$ cat config.mk
export PLATFORM = sky130hd
export DESIGN_NAME = controle_calculadora
export DESIGN_NICKNAME = d
export VERILOG_FILES = /design/src/rtl/calc_pkg.sv /design/src/rtl/detector_botao.sv /design/src/rtl/controle_calculadora.sv
export SDC_FILE = /design/constraint.sdc
export NUM_CORES = 1
export LEC_CHECK = 0
export BUFFER_PORTS_ARGS = -buffer_cell sky130_fd_sc_hd__buf_2
export CORE_MARGIN = 1.5
export CORE_UTILIZATION = 56
export CTS_BUF_LIST = sky130_fd_sc_hd__clkbuf_2 sky130_fd_sc_hd__clkbuf_4 sky130_fd_sc_hd__clkbuf_8
export DETAILED_ROUTE_END_ITERATION = 10
export GPL_ROUTABILITY_DRIVEN = 0
export PLACE_DENSITY = 0.78
export SETUP_SLACK_MARGIN = 0.4
export SYNTH_ARGS = -nofsm -noshare
export SYNTH_HDL_FRONTEND = slang
export SYNTH_SLANG_ARGS = --single-unit
$ cat constraint.sdc
create_clock -name clk -period 1.5 [get_ports clk]
set_input_delay 0 -clock clk [delete_from_list [all_inputs] [get_ports clk]]
set_output_delay 0 -clock clk [all_outputs]
set_load 0.005 [all_outputs]
$ cat src/rtl/calc_pkg.sv
// Shared constants and helpers for the two-operand calculator.
// Holds the state codes driven on Estado and the operand ceiling, so the
// controller and the display selector decode the same values.
package calc_pkg;

    // State codes; 5..7 are illegal and force a return to OFF.
    localparam logic [2:0] OFF  = 3'd0;
    localparam logic [2:0] SOMA = 3'd1;
    localparam logic [2:0] SUB  = 3'd2;
    localparam logic [2:0] MULT = 3'd3;
    localparam logic [2:0] ON   = 3'd4;

    localparam logic [6:0] MAX_OPERANDO = 7'd99;

    // Operands saturate at 99 so they always fit two decimal digits.
    function automatic logic [6:0] limita_operando(input logic [6:0] valor);
        return (valor > MAX_OPERANDO) ? MAX_OPERANDO : valor;
    endfunction

    // Operation advance: On enters Soma, and Mult wraps back to Soma.
    function automatic logic [2:0] proxima_operacao(input logic [2:0] estado);
        logic [2:0] proximo;
        case (estado)
            ON:      proximo = SOMA;
            SOMA:    proximo = SUB;
            SUB:     proximo = MULT;
            default: proximo = SOMA;
        endcase
        return proximo;
    endfunction

endpackage

$ cat src/rtl/detector_botao.sv
// Push-button conditioner: 2-flop synchronizer, debounce counter and
// one-cycle press pulse on each accepted rising level.
// Ports:
//   clk      - system clock
//   reset    - synchronous, active-high
//   btn_raw  - raw asynchronous button level
//   pressao  - one-cycle pulse per accepted press (never on release)
module detector_botao #(
    parameter int DEBOUNCE_CYCLES = 4
) (
    input  logic clk,
    input  logic reset,
    input  logic btn_raw,
    output logic pressao
);

    // The counter reaches LIMITE on the DEBOUNCE_CYCLES-th consecutive
    // differing cycle, which is the cycle the new level is accepted.
    localparam logic [15:0] LIMITE = 16'(DEBOUNCE_CYCLES - 1);

    logic        sinc1;
    logic        sinc2;
    logic        nivel;
    logic [15:0] contador;

    // NOTE: sequential state uses non-blocking assignments so every flop
    // samples the values from before the edge, making the synchronizer
    // chain shift by exactly one stage per clock.
    always_ff @(posedge clk) begin
        // NOTE: reset is synchronous; it is just the highest-priority branch
        // of the clocked logic and needs no entry in the sensitivity list.
        if (reset) begin
            sinc1    <= 1'b0;
            sinc2    <= 1'b0;
            nivel    <= 1'b0;
            contador <= '0;
            pressao  <= 1'b0;
        end else begin
            sinc1   <= btn_raw;
            sinc2   <= sinc1;
            pressao <= 1'b0;
            if (sinc2 == nivel) begin
                // Any agreement breaks the run of differing samples.
                contador <= '0;
            end else if (contador == LIMITE) begin
                nivel    <= sinc2;
                contador <= '0;
                pressao  <= sinc2;
            end else begin
                contador <= contador + 16'd1;
            end
        end
    end

endmodule

$ cat src/rtl/controle_calculadora.sv
// Front-end controller of the two-operand calculator.
// Conditions the four buttons, synchronizes the switch bank, runs the
// power/operation state machine and holds the two clamped operands.
// Ports:
//   clk, reset          - system clock, synchronous active-high reset
//   Chaves[6:0]         - operand switches (asynchronous)
//   BtnLiga, BtnOper    - power toggle, operation advance (raw)
//   BtnN1, BtnN2        - load switches into operand 1 / 2 (raw)
//   Estado[2:0]         - state code (Off=0 Soma=1 Sub=2 Mult=3 On=4)
//   N1[6:0], N2[6:0]    - registered operands, 0..99
module controle_calculadora
    import calc_pkg::*;
#(
    parameter int DEBOUNCE_CYCLES = 4
) (
    input  logic       clk,
    input  logic       reset,
    input  logic [6:0] Chaves,
    input  logic       BtnLiga,
    input  logic       BtnOper,
    input  logic       BtnN1,
    input  logic       BtnN2,
    output logic [2:0] Estado,
    output logic [6:0] N1,
    output logic [6:0] N2
);

    logic       p_liga;
    logic       p_oper;
    logic       p_n1;
    logic       p_n2;

    logic [6:0] chaves_s1;
    logic [6:0] chaves_s2;

    logic [2:0] estado_q;
    logic [2:0] estado_nxt;
    logic [6:0] n1_q;
    logic [6:0] n1_nxt;
    logic [6:0] n2_q;
    logic [6:0] n2_nxt;
    logic [6:0] valor;

    detector_botao #(.DEBOUNCE_CYCLES(DEBOUNCE_CYCLES)) u_liga (
        .clk(clk), .reset(reset), .btn_raw(BtnLiga), .pressao(p_liga)
    );
    detector_botao #(.DEBOUNCE_CYCLES(DEBOUNCE_CYCLES)) u_oper (
        .clk(clk), .reset(reset), .btn_raw(BtnOper), .pressao(p_oper)
    );
    detector_botao #(.DEBOUNCE_CYCLES(DEBOUNCE_CYCLES)) u_n1 (
        .clk(clk), .reset(reset), .btn_raw(BtnN1), .pressao(p_n1)
    );
    detector_botao #(.DEBOUNCE_CYCLES(DEBOUNCE_CYCLES)) u_n2 (
        .clk(clk), .reset(reset), .btn_raw(BtnN2), .pressao(p_n2)
    );

    // Switches are sampled bit-wise through two flops. A bit caught mid-change
    // can only matter if the user moves switches during a press.
    always_ff @(posedge clk) begin
        if (reset) begin
            chaves_s1 <= '0;
            chaves_s2 <= '0;
        end else begin
            chaves_s1 <= Chaves;
            chaves_s2 <= chaves_s1;
        end
    end

    assign valor = limita_operando(chaves_s2);

    // NOTE: every output of this block gets a default first, so no path
    // leaves a variable unassigned and no latch is inferred.
    always_comb begin
        estado_nxt = estado_q;
        n1_nxt     = n1_q;
        n2_nxt     = n2_q;
        case (estado_q)
            OFF: begin
                // Power-on leaves the (already zero) operands alone; any
                // other press in Off is discarded.
                if (p_liga) estado_nxt = ON;
            end
            ON, SOMA, SUB, MULT: begin
                if (p_liga) begin
                    // Power press wins over every concurrent press.
                    estado_nxt = OFF;
                    n1_nxt     = '0;
                    n2_nxt     = '0;
                end else begin
                    if (p_oper) estado_nxt = proxima_operacao(estado_q);
                    if (p_n1)   n1_nxt     = valor;
                    if (p_n2)   n2_nxt     = valor;
                end
            end
            default: begin
                // Illegal code: recover to Off with cleared operands.
                estado_nxt = OFF;
                n1_nxt     = '0;
                n2_nxt     = '0;
            end
        endcase
    end

    always_ff @(posedge clk) begin
        if (reset) begin
            estado_q <= OFF;
            n1_q     <= '0;
            n2_q     <= '0;
        end else begin
            estado_q <= estado_nxt;
            n1_q     <= n1_nxt;
            n2_q     <= n2_nxt;
        end
    end

    assign Estado = estado_q;
    assign N1     = n1_q;
    assign N2     = n2_q;

endmodule
==> key figures, run 1 <==
Worst setup path
  • Depth of the worst register-to-register path: 5
  • Critical path capture point type: register
  • Kind of start point of the critical path: register
  • Data required time at the worst endpoint: 1.80 ns
  • Slack of the worst reg-to-reg path: -0.04 ns
  • Critical R2R Capture: u_liga.nivel
  • Critical Path AT: 1.84 ns
  • Highest net fanout along the worst path: 4
  • Worst r2r src: u_liga.contador[13]
  • Start-to-end type of the worst setup path: reg2reg

Global routing
  • Wire length of the first global-routing pass: 17.2 mm
  • Congestion Overflow GR: 0
  • Maximum number of pins on one net before global-route repair: 30
  • Number of antenna violations at the first check in global routing: 0
  • Vias in the first global route: 3717
  • Total global-route track usage: 25.7%

STA
  • Number of pins with negative max-slew slack in the final report: 0
  • Worst hold-check slack: 0.0945 ns
  • Rel. slew slack: 66.5%
  • Transition at the pin with the smallest max-transition slack: 0.502 ns
  • Post-layout minimum cycle time: 1.54 ns
  • Final Hold Fails: 0
  • Final worst-path cycle share: 103%
  • Fmax: 650 MHz
  • Layout Skew: 0.0253 ns
  • Post-route worst setup slack: -0.0394 ns
  • Unrepaired setup endpoints after global routing: true
  • Setup Viol. Count Final: 16

Floorplanning
  • Die span in x: 91.7 um
  • Floorplan die height: 91.7 um
  • Die area: 0.00841 sq mm
  • Number of ports placed on the die boundary: 30
  • Placeable core region: 0.00769 sq mm
  • Site row count: 32
  • Effective utilization at floorplan: 57.3%

Routing
  • 1st-pass router iterations: 4
  • Vias after detailed routing: 3809
  • Mean number of vias per cell: 5.84
  • Total wire length: 11.8 mm
  • Detailed-routing wirelength on met1: 4.66 mm
  • Routed length on met3: 469 um
  • Highest layer used for signal routing: met4
  • Final routed DRC violation total: 0
  • Total met2 wirelength after detailed routing: 6.36 mm
  • Number of DRC markers after the initial detailed-route iteration: 195
  • Count of nets left with antenna violations after detail routing: 0
  • Wire length per cell after detailed routing: 18.1 um

Hold path
  • Hold wc startpoint: reset
  • Hold WC Path Type: in2reg
  • Worst hold path endpoint: u_oper.nivel
  • Number of instances on the worst hold path: 3

Synthesis
  • Post-synth design cell area: 0.00441 sq mm
  • Mapped Avg Cell Area: 9.71 sq um
  • Net Count, Synth: 471
  • Yosys reg bits: 111
  • Gate count of the mapped netlist: 454
  • Synth area leaders: sky130_fd_sc_hd__dfxtp_1 50%, sky130_fd_sc_hd__xor2_1 7.2%, sky130_fd_sc_hd__nor2_1 5.9%
  • YS warnings: 0
  • Part of the Yosys area used for sequential elements: 50.4%
  • Cell taking the most area after synthesis: sky130_fd_sc_hd__dfxtp_1
  • Top cell type's share of synthesized area: 50.4%
  • Yosys cell types: 38

Status
  • Run status: finished with violations
  • Violations in the final reports: negative setup slack

Placed design
  • DP Cell Count: 577
  • Worst setup timing slack at the placement stage: -0.00734 ns
  • Port Buffer Count: 29
  • Post-detail-place hpwl: 5.58 mm
  • Cell area after placement: 0.00482 sq mm

Clock tree
  • CTS H-Tree Depth: 3
  • Clock tree from TritonCTS: built
  • Total clock sinks: 111
  • Clock slew at the register clock pins of the worst setup and hold paths: 0.12 ns
  • Clock root buffer: sky130_fd_sc_hd__clkbuf_8
  • TritonCTS buffer count: 9
  • Worst-skew pair later-pin latency: 0.41 ns
  • Clock Path Buffers: 2

Cells and area
  • Commonest cells after routing, fill and taps aside: 60 x sky130_fd_sc_hd__dfxtp_1, 39 x sky130_fd_sc_hd__buf_4, 35 x sky130_fd_sc_hd__nor2_4
  • Fillers: 395
  • Net count reported at finish: 562
  • Post-layout instance area: 0.00637 sq mm
  • Layout cells sized above 1: 46.5%
  • Antenna diode count: 0
  • Most common cell after layout, fill and taps aside: sky130_fd_sc_hd__dfxtp_1
  • Post-Layout Cell Count: 652
  • Growth of design area from synthesis to finish: 44.5%

Pwr
  • Worst vdd ir: 798 uV
  • Power density over the cells: 796 mW/mm^2
  • Reported leakage power: 2.32 nW

Job
  • Count of max-cap constraint violations: 0
## state kept, by name, summed over array words and instances (netlist names), 3 cells and up
name / cells
Estado: 3
chaves_s2: 7
u_n2.contador: 16
N1: 7
u_liga.contador: 16
chaves_s1: 7
u_n1.contador: 16
u_oper.contador: 16
N2: 7
## per-layer routing
layer	track usage [%]	up-vias
li1	-	1783
met1	29.8	1883
met2	46.0	114
met3	5.39	29
met4	10.6	0
met5	0	-
## metrics by stage
step	util [%]	total power, mW	setup TNS (ns)
floorplan	-	3.12	0
global placement	62.7	3.15	0
detailed placement	62.7	3.16	-0.0109
CTS	75.6	5.05	0
global route	82.8	5.21	-1.11
finish	82.8	5.07	-0.207
## how the worst max path moves through the flow
stage                                    to  cells after the start  slack [ns]                start
after floorplan           u_n2.contador[10]                      7        0.12     u_n2.contador[1]
after global placement    u_n1.contador[15]                      4        0.06     u_n1.contador[6]
after detailed placement   u_n2.contador[5]                      5      -0.007     u_n2.contador[0]
after CTS                    u_liga.pressao                      5         0.1   u_liga.contador[0]
after global routing           u_liga.nivel                      5       -0.07  u_liga.contador[13]
final                          u_liga.nivel                      5       -0.04  u_liga.contador[13]
## Yosys cell counts, drive strengths merged
cell type and n:
o41ai 1, nor4 15, clkbuf 8, nor2b 22
and4 12, o22a 4, nor4b 9, a22o 4
nor2 71, and3 5, o21ai 4, a21oi 4
xor2 36, inv 3, or3 4, nand4 29
o2bb2ai 4, nand2 22, buf 12, dfxtp 111
nand3 16, ha 4, a32o 6, o32a 1
mux2i 6, or3b 1, and2 7, xnor2 21
nor3 12
## power breakdown
part	switching [mW]	leakage, nW	internal, mW
clock network	1.23	0.112	0.705
registers	0.0190	0.932	2.93
logic	0.0938	1.27	0.0878
total	1.34	2.32	3.73
## logic make-up (layout without fill, tap and decap cells)
| logic type | Yosys count | in the layout | share of synthesized area [%] |
|---|---|---|---|
| DFF | 111 | 111 | 50.4 |
| buffers and inverters | 23 | 115 | 2.30 |
| and+or+nand+nor | 225 | 229 | 28.4 |
| AOI/OAI and AO/OA | 28 | 28 | 5.08 |
| xor gates and xnor gates | 57 | 57 | 11.3 |
| adders and majority gates | 4 | 4 | 1.14 |
| muxes | 6 | 6 | 1.36 |
## final cells by class
cell class	instances	area (sq um)	area share, %
multi-input combinational	324	2910	45.7
sequential	111	2350	36.9
clock inverter	7	104	1.63
clock buffer	9	124	1.94
tap	102	128	2.00
inverter	3	11.3	0.177
timing repair buffer	96	741	11.6
## worst max-delay path: stages (launching register included)
cell	delay, ns
sky130_fd_sc_hd__dfxtp_1	0.39
sky130_fd_sc_hd__nor4_1	0.37
sky130_fd_sc_hd__nand4_1	0.27
sky130_fd_sc_hd__buf_4	0.23
sky130_fd_sc_hd__mux2i_1	0.14
sky130_fd_sc_hd__nor2_1	0.06
## repair_timing
| action | CTS | global route |
|---|---|---|
| endpoints found under the hold margin | 16 | 0 |
| hold buffers | 17 | 0 |
| cloned | 4 | 0 |
| setup endpoints to repair | 88 | 88 |
| buffers inserted | 23 | 15 |
| resized for setup | 107 | 103 |
| pin swaps | 19 | 30 |
(Power assumes the default switching activity.)
==> run 2, diff against run 1 <==
CORE_UTILIZATION = 54   (was 56)
CTS_BUF_LIST = sky130_fd_sc_hd__clkbuf_16   (was sky130_fd_sc_hd__clkbuf_2 sky130_fd_sc_hd__clkbuf_4 sky130_fd_sc_hd__clkbuf_8)
PLACE_DENSITY = 0.75   (was 0.78)
==> run 2 against run 1 <==
Net effect:
- the run now ends clean
- highest routed layer unchanged
- largest cell class unchanged
- final area decreased by 7.5%
- total power increased by 11%
- wire length decreased by 19%
- clock skew decreased by 0.015 ns
- setup slack improved by 0.12 ns
- global-route usage decreased by 2.3 points
- sequential share of layout area increased by 2.1 points
- maximum frequency increased by 8.2%
- via count decreased by 6.2%
- non-clock buffer count decreased by 16
- first-iteration DRC count decreased by 28%
==> key figures, run 2 (synthesis gave the netlist of run 1 again) <==
Placed design
  • Port Buffer Count: 29 (unchanged)
  • Post-detail-place hpwl: 5.58 mm (about the same)

STA
  • Final worst-path cycle share: 94.9% (was 103%)
  • Worst hold-check slack: 0.0129 ns (was 0.0945 ns)
  • Layout Skew: 0.00980 ns (was 0.0253 ns)
  • Fmax: 703 MHz (was 650 MHz)
  • Setup total negative slack: 0 ns (was -0.207 ns)
  • Post-layout minimum cycle time: 1.42 ns (was 1.54 ns)
  • Rel. slew slack: 60.8% (was 66.5%)
  • Unrepaired setup endpoints after global routing: true (unchanged)
  • Number of pins with negative max-slew slack in the final report: 0 (unchanged)
  • Setup Viol. Count Final: 0 (was 16)
  • Final Hold Fails: 0 (unchanged)
  • Transition at the pin with the smallest max-transition slack: 0.585 ns (was 0.502 ns)

Clock tree
  • Clock Path Buffers: 2 (unchanged)
  • Total clock sinks: 111 (unchanged)
  • Clock slew at the register clock pins of the worst setup and hold paths: 0.08 ns (was 0.12 ns)
  • Worst-skew pair later-pin latency: 0.35 ns (was 0.41 ns)
  • Clock tree from TritonCTS: built (unchanged)
  • CTS H-Tree Depth: 3 (unchanged)
  • Clock root buffer: sky130_fd_sc_hd__clkbuf_16 (was sky130_fd_sc_hd__clkbuf_8)
  • TritonCTS buffer count: 9 (unchanged)

Worst setup path
  • Highest net fanout along the worst path: 4 (unchanged)
  • Critical Path AT: 1.67 ns (was 1.84 ns)
  • Worst r2r src: u_n1.contador[0] (was u_liga.contador[13])
  • Data required time at the worst endpoint: 1.75 ns (was 1.80 ns)
  • Worst setup path end: u_n1.nivel (was u_liga.nivel)
  • Kind of start point of the critical path: register (unchanged)
  • Depth of the worst register-to-register path: 6 (was 5)
  • Critical R2R Capture: u_n1.nivel (was u_liga.nivel)
  • Slack of the worst reg-to-reg path: 0.08 ns (was -0.04 ns)
  • Launch point of the worst path: u_n1.contador[0] (was u_liga.contador[13])
  • Critical path capture point type: register (unchanged)
  • Start-to-end type of the worst setup path: reg2reg (unchanged)

Pwr
  • Cell-internal power: 4.27 mW (was 3.73 mW)
  • Switching power: 1.35 mW (was 1.34 mW)
  • Power density over the cells: 953 mW/mm^2 (was 796 mW/mm^2)
  • Register share of total power: 53.0% (was 58.2%)
  • Switching part of the total power: 24.0% (was 26.5%)
  • Reported leakage power: 2.15 nW (was 2.32 nW)
  • Clock Power Share: 44.4% (was 38.2%)
  • Combinational group share of total power: 2.6% (was 3.6%)
  • Worst vdd ir: 837 uV (was 798 uV)

Routing
  • Count of nets left with antenna violations after detail routing: 0 (unchanged)
  • Final routed DRC violation total: 0 (unchanged)
  • Wire length per cell after detailed routing: 15.2 um (was 18.1 um)
  • Total wire length: 9.62 mm (was 11.8 mm)
  • Number of DRC markers after the initial detailed-route iteration: 140 (was 195)
  • Highest layer used for signal routing: met4 (unchanged)
  • 1st-pass router iterations: 5 (was 4)
  • Routed length on met3: 316 um (was 469 um)
  • Mean number of vias per cell: 5.63 (was 5.84)
  • Vias after detailed routing: 3574 (was 3809)
  • Total met2 wirelength after detailed routing: 5.00 mm (was 6.36 mm)
  • Detailed-routing wirelength on met1: 4.07 mm (was 4.66 mm)

Cells and area
  • Layout cells sized above 1: 37.3% (was 46.5%)
  • Commonest cells after routing, fill and taps aside: 71 x sky130_fd_sc_hd__dfxtp_1, 50 x sky130_fd_sc_hd__nor2_1, 35 x sky130_fd_sc_hd__xor2_1 (was 60 x sky130_fd_sc_hd__dfxtp_1, 39 x sky130_fd_sc_hd__buf_4, 35 x sky130_fd_sc_hd__nor2_4)
  • Growth of design area from synthesis to finish: 33.7% (was 44.5%)
  • Net count reported at finish: 545 (was 562)
  • Most common cell after layout, fill and taps aside: sky130_fd_sc_hd__dfxtp_1 (unchanged)
  • Antenna diode count: 0 (unchanged)

Hold path
  • Hold WC Path Type: in2reg (unchanged)
  • Hold wc startpoint: reset (unchanged)

Floorplanning
  • Site row count: 32 (unchanged)
  • Placeable core region: 0.00781 sq mm (was 0.00769 sq mm)
  • Floorplan die height: 93.3 um (was 91.7 um)
  • Effective utilization at floorplan: 56.4% (was 57.3%)
  • Die area: 0.00871 sq mm (was 0.00841 sq mm)
  • Die span in x: 93.3 um (was 91.7 um)
  • Number of ports placed on the die boundary: 30 (unchanged)

Job
  • Count of max-cap constraint violations: 0 (unchanged)

Global routing
  • Congestion Overflow GR: 0 (unchanged)
  • Total global-route track usage: 23.5% (was 25.7%)
  • Vias in the first global route: 3583 (was 3717)
  • Maximum number of pins on one net before global-route repair: 25 (was 30)
  • Wire length of the first global-routing pass: 16.3 mm (was 17.2 mm)
  • Number of antenna violations at the first check in global routing: 0 (unchanged)

Status
  • Run status: finished clean (was finished with violations)
-- run 2: final cells by class --
class / count / area [sq um]
multi-input combinational: 323 / 2550
sequential: 111 / 2290
fill: 518 / 1920
timing repair buffer: 80 / 587
clock buffer: 9 / 225
tap: 102 / 128
clock inverter: 7 / 98.8
inverter: 3 / 11.3
-- run 2: critical path, cell delays in order (launching register included) --
cell                      delay, ns
sky130_fd_sc_hd__dfxtp_2       0.36
sky130_fd_sc_hd__ha_4          0.16
sky130_fd_sc_hd__nor4b_4       0.21
sky130_fd_sc_hd__nand4_1       0.21
sky130_fd_sc_hd__buf_4         0.20
sky130_fd_sc_hd__mux2i_1       0.14
sky130_fd_sc_hd__nor2_1        0.05
-- run 2: what timing repair did --
action,CTS,global route
pin swaps,29,9
gates cloned,3,0
setup endpoints to repair,86,89
buffers inserted,15,4
gates resized for setup,69,35
endpoints found under the hold margin,13,0
hold buffers,11,0
-- run 2: how the worst min path moves through the flow --
| stage | to | slack [ns] | cells past startpoint |
|---|---|---|---|
| 6_report | N1[0] | 0.01 | 4 |
| 3_5_place_dp | chaves_s1[3] | 0.21 | 2 |
| 4_1_cts | N1[0] | -0.003 | 4 |
| 3_3_place_gp | chaves_s1[2] | 0.21 | 2 |
| 2_1_floorplan | chaves_s1[0] | 0.13 | 1 |
| 5_1_grt | N2[1] | 0.04 | 4 |
-- run 2: metrics by stage --
stage	setup WS, ns	utilization, %	total power, mW	instance area, sq um	std cells
2_1_floorplan	0.121	-	3.12	4590	454
3_3_place_gp	0.0975	62.6	3.15	4890	586
3_5_place_dp	0.0177	62.6	3.16	4890	586
4_1_cts	0.0795	73.5	5.67	5740	631
5_1_grt	0.00191	75.4	5.82	5890	635
6_report	0.0767	75.4	5.61	5890	635
-- run 2: power by group through the flow --
stage | sequential [mW] | clock, mW | combinational [mW]
finish | 2.98 | 2.49 | 0.143
global route | 2.98 | 2.69 | 0.156
CTS | 2.98 | 2.55 | 0.137
detailed placement | 3.06 | 0 | 0.0979
global placement | 3.06 | 0 | 0.0943
floorplan | 3.06 | 0 | 0.0672
-- run 2: layer usage --
layer / vias up / global-route usage, %
met5: - / 0
met4: 0 / 9.09
met3: 24 / 5.45
met2: 84 / 40.8
met1: 1719 / 27.9
li1: 1747 / -
==> run 3, diff against run 2 <==
clock period = 1.2 ns   (was 1.5 ns; I/O delays follow)
==> run 3 against run 2 <==
Net effect:
- the flow now finishes with violations (negative setup slack)
- worst hold slack gained 0.11 ns
- via count up 23%
- non-clock buffer count rose by 76
- clock skew barely moved
- highest routed layer unchanged
==> key figures, run 3 (synthesis gave the netlist of run 1 again) <==
Status
  • Run status: finished with violations (was finished clean)
  • Violations in the final reports: negative setup slack

Routing
  • Routed length on met3: 1.05 mm (was 316 um)
  • Total wire length: 16.3 mm (was 9.62 mm)
  • Final routed DRC violation total: 0 (unchanged)
  • 1st-pass router iterations: 5 (unchanged)
  • Detailed-routing wirelength on met1: 5.96 mm (was 4.07 mm)
  • Count of nets left with antenna violations after detail routing: 0 (unchanged)
  • Highest layer used for signal routing: met4 (unchanged)
  • Wire length per cell after detailed routing: 22.9 um (was 15.2 um)
  • Vias after detailed routing: 4396 (was 3574)
  • Mean number of vias per cell: 6.20 (was 5.63)
  • Total met2 wirelength after detailed routing: 8.43 mm (was 5.00 mm)
  • Number of DRC markers after the initial detailed-route iteration: 369 (was 140)

Hold path
  • Hold WC Path Type: in2reg (unchanged)

Cells and area
  • Antenna diode count: 0 (unchanged)
  • Post-Layout Cell Count: 709 (was 635)
  • Most common cell after layout, fill and taps aside: sky130_fd_sc_hd__buf_4 (was sky130_fd_sc_hd__dfxtp_1)
  • Final core utilization: 87.5% (was 75.4%)
  • Commonest cells after routing, fill and taps aside: 94 x sky130_fd_sc_hd__buf_4, 56 x sky130_fd_sc_hd__dfxtp_1, 46 x sky130_fd_sc_hd__dfxtp_2 (was 71 x sky130_fd_sc_hd__dfxtp_1, 50 x sky130_fd_sc_hd__nor2_1, 35 x sky130_fd_sc_hd__xor2_1)
  • Layout cells sized above 1: 53.4% (was 37.3%)
  • Post-layout instance area: 0.00683 sq mm (was 0.00589 sq mm)
  • Growth of design area from synthesis to finish: 55.0% (was 33.7%)
  • Fillers: 263 (was 518)
  • Net count reported at finish: 619 (was 545)

STA
  • Setup total negative slack: -21.35 ns (was 0 ns)
  • Transition at the pin with the smallest max-transition slack: 0.584 ns (was 0.585 ns)
  • Post-layout minimum cycle time: 1.57 ns (was 1.42 ns)
  • Post-route worst setup slack: -0.366 ns (was 0.0767 ns)
  • Final worst-path cycle share: 130% (was 94.9%)
  • Worst hold-check slack: 0.120 ns (was 0.0129 ns)
  • Layout Skew: 0.00995 ns (was 0.00980 ns)
  • Rel. slew slack: 61.0% (was 60.8%)
  • Final Hold Fails: 0 (unchanged)
  • Number of pins with negative max-slew slack in the final report: 0 (unchanged)
  • Unrepaired setup endpoints after global routing: true (unchanged)
  • Fmax: 639 MHz (was 703 MHz)
  • Setup Viol. Count Final: 87 (was 0)

Worst setup path
  • Data required time at the worst endpoint: 1.49 ns (was 1.75 ns)
  • Worst r2r src: Estado[1] (was u_n1.contador[0])
  • Critical path capture point type: register (unchanged)
  • Worst setup path end: N1[3] (was u_n1.nivel)
  • Biggest cell delay along the critical path: 0.44 ns (was 0.36 ns)
  • Launch point of the worst path: Estado[1] (was u_n1.contador[0])
  • Cell-by-cell listing of the critical path: o21ai_0, nor4b_2, and2_1, a32o_1 (was ha_4, nor4b_4, nand4_1, buf_4, mux2i_1, nor2_1)
  • Highest net fanout along the worst path: 5 (was 4)
  • Start-to-end type of the worst setup path: reg2reg (unchanged)
  • Critical R2R Capture: N1[3] (was u_n1.nivel)
  • Slack of the worst reg-to-reg path: -0.37 ns (was 0.08 ns)
  • Critical Path AT: 1.85 ns (was 1.67 ns)
  • Library cell contributing the largest single delay on the critical path: sky130_fd_sc_hd__nor4b_2 (was sky130_fd_sc_hd__dfxtp_2)
  • Kind of start point of the critical path: register (unchanged)
  • Depth of the worst register-to-register path: 4 (was 6)

Clock tree
  • Clock slew at the register clock pins of the worst setup and hold paths: 0.08 ns (about the same)
  • Worst-skew pair later-pin latency: 0.35 ns (about the same)
  • Clock root buffer: sky130_fd_sc_hd__clkbuf_16 (unchanged)
  • Clock tree from TritonCTS: built (unchanged)
  • CTS H-Tree Depth: 3 (unchanged)
  • Clock Path Buffers: 2 (unchanged)
  • TritonCTS buffer count: 9 (unchanged)
  • Total clock sinks: 111 (unchanged)

Pwr
  • Worst vdd ir: 890 uV (was 837 uV)
  • Sum of internal, switching and leakage power: 7.10 mW (was 5.61 mW)
  • Reported leakage power: 2.64 nW (was 2.15 nW)
  • Power density over the cells: 1040 mW/mm^2 (was 953 mW/mm^2)

Placed design
  • Cell area after placement: 0.00545 sq mm (was 0.00489 sq mm)
  • Post-detail-place hpwl: 6.60 mm (was 5.58 mm)
  • Worst setup timing slack at the placement stage: -0.276 ns (was 0.0177 ns)
  • Port Buffer Count: 29 (unchanged)
  • DP Cell Count: 658 (was 586)

Floorplanning
  • Floorplan die height: 93.3 um (unchanged)
  • Number of ports placed on the die boundary: 30 (unchanged)
  • Site row count: 32 (unchanged)
  • Effective utilization at floorplan: 56.4% (unchanged)
  • Die area: 0.00871 sq mm (unchanged)
  • Die span in x: 93.3 um (unchanged)
  • Placeable core region: 0.00781 sq mm (unchanged)

Global routing
  • Wire length of the first global-routing pass: 19.4 mm (was 16.3 mm)
  • Vias in the first global route: 4031 (was 3583)
  • Number of antenna violations at the first check in global routing: 0 (unchanged)
  • Congestion Overflow GR: 0 (unchanged)
  • Maximum number of pins on one net before global-route repair: 40 (was 25)
  • Total global-route track usage: 28.5% (was 23.5%)

Job
  • Count of max-cap constraint violations: 0 (unchanged)
==> run 3: changes by cell type in the layout (fill, tap and decap cells not counted), moves of 15 or more <==
cell and change:
sky130_fd_sc_hd__nor2_2 +18, sky130_fd_sc_hd__buf_6 +22, sky130_fd_sc_hd__dfxtp_1 -15, sky130_fd_sc_hd__nor2_1 -27, sky130_fd_sc_hd__buf_4 +60, sky130_fd_sc_hd__dfxtp_2 +15
==> run 3: worst min path at each step <==
stage / start / to / slack [ns] / depth (start not counted)
final: reset / u_n1.nivel / 0.12 / 3
after global routing: reset / u_n1.nivel / 0.13 / 3
after CTS: reset / u_liga.nivel / 0.13 / 3
after detailed placement: Chaves[1] / chaves_s1[1] / 0.22 / 2
after global placement: BtnLiga / u_liga.sinc1 / 0.21 / 2
after floorplan: Chaves[0] / chaves_s1[0] / 0.13 / 1
==> run 3: layout make-up <==
class | count | area (sq um) | share of cell area, %
Clock buffer | 9 | 225 | 3.30
Inverter | 3 | 11.3 | 0.165
Tap cell | 102 | 128 | 1.87
Multi-Input combinational cell | 321 | 2740 | 40.0
Clock inverter | 7 | 77.6 | 1.14
Timing Repair Buffer | 156 | 1340 | 19.6
Sequential cell | 111 | 2310 | 33.9
==> run 3: repair_timing <==
item | 4_1_cts | 5_1_grt
endpoints found under the hold margin | 11 | 0
endpoints found under the setup margin | 101 | 106
gates cloned | 1 | 2
pin swaps | 29 | 29
gates resized for setup | 83 | 107
hold buffers | 11 | 0
buffers inserted | 11 | 10
==> run 3: layer usage <==
metal | vias to the layer above | track usage, %
met3 | 77 | 4.88
li1 | 1896 | -
met1 | 2129 | 33.4
met4 | 0 | 11.4
met2 | 294 | 51.0
met5 | - | 0
==> run 3: critical path: cells and delay by family (launching register included) <==
| family | cells | cell delay [ns] |
|---|---|---|
| AOI/OAI and AO/OA | 2 | 0.36 |
| and+or+nand+nor | 2 | 0.76 |
| DFF | 1 | 0.38 |
==> run 3: power by group <==
group / internal, mW / switching (mW)
registers: 3.70 / 0.0271
clock network: 1.65 / 1.50
logic: 0.110 / 0.123
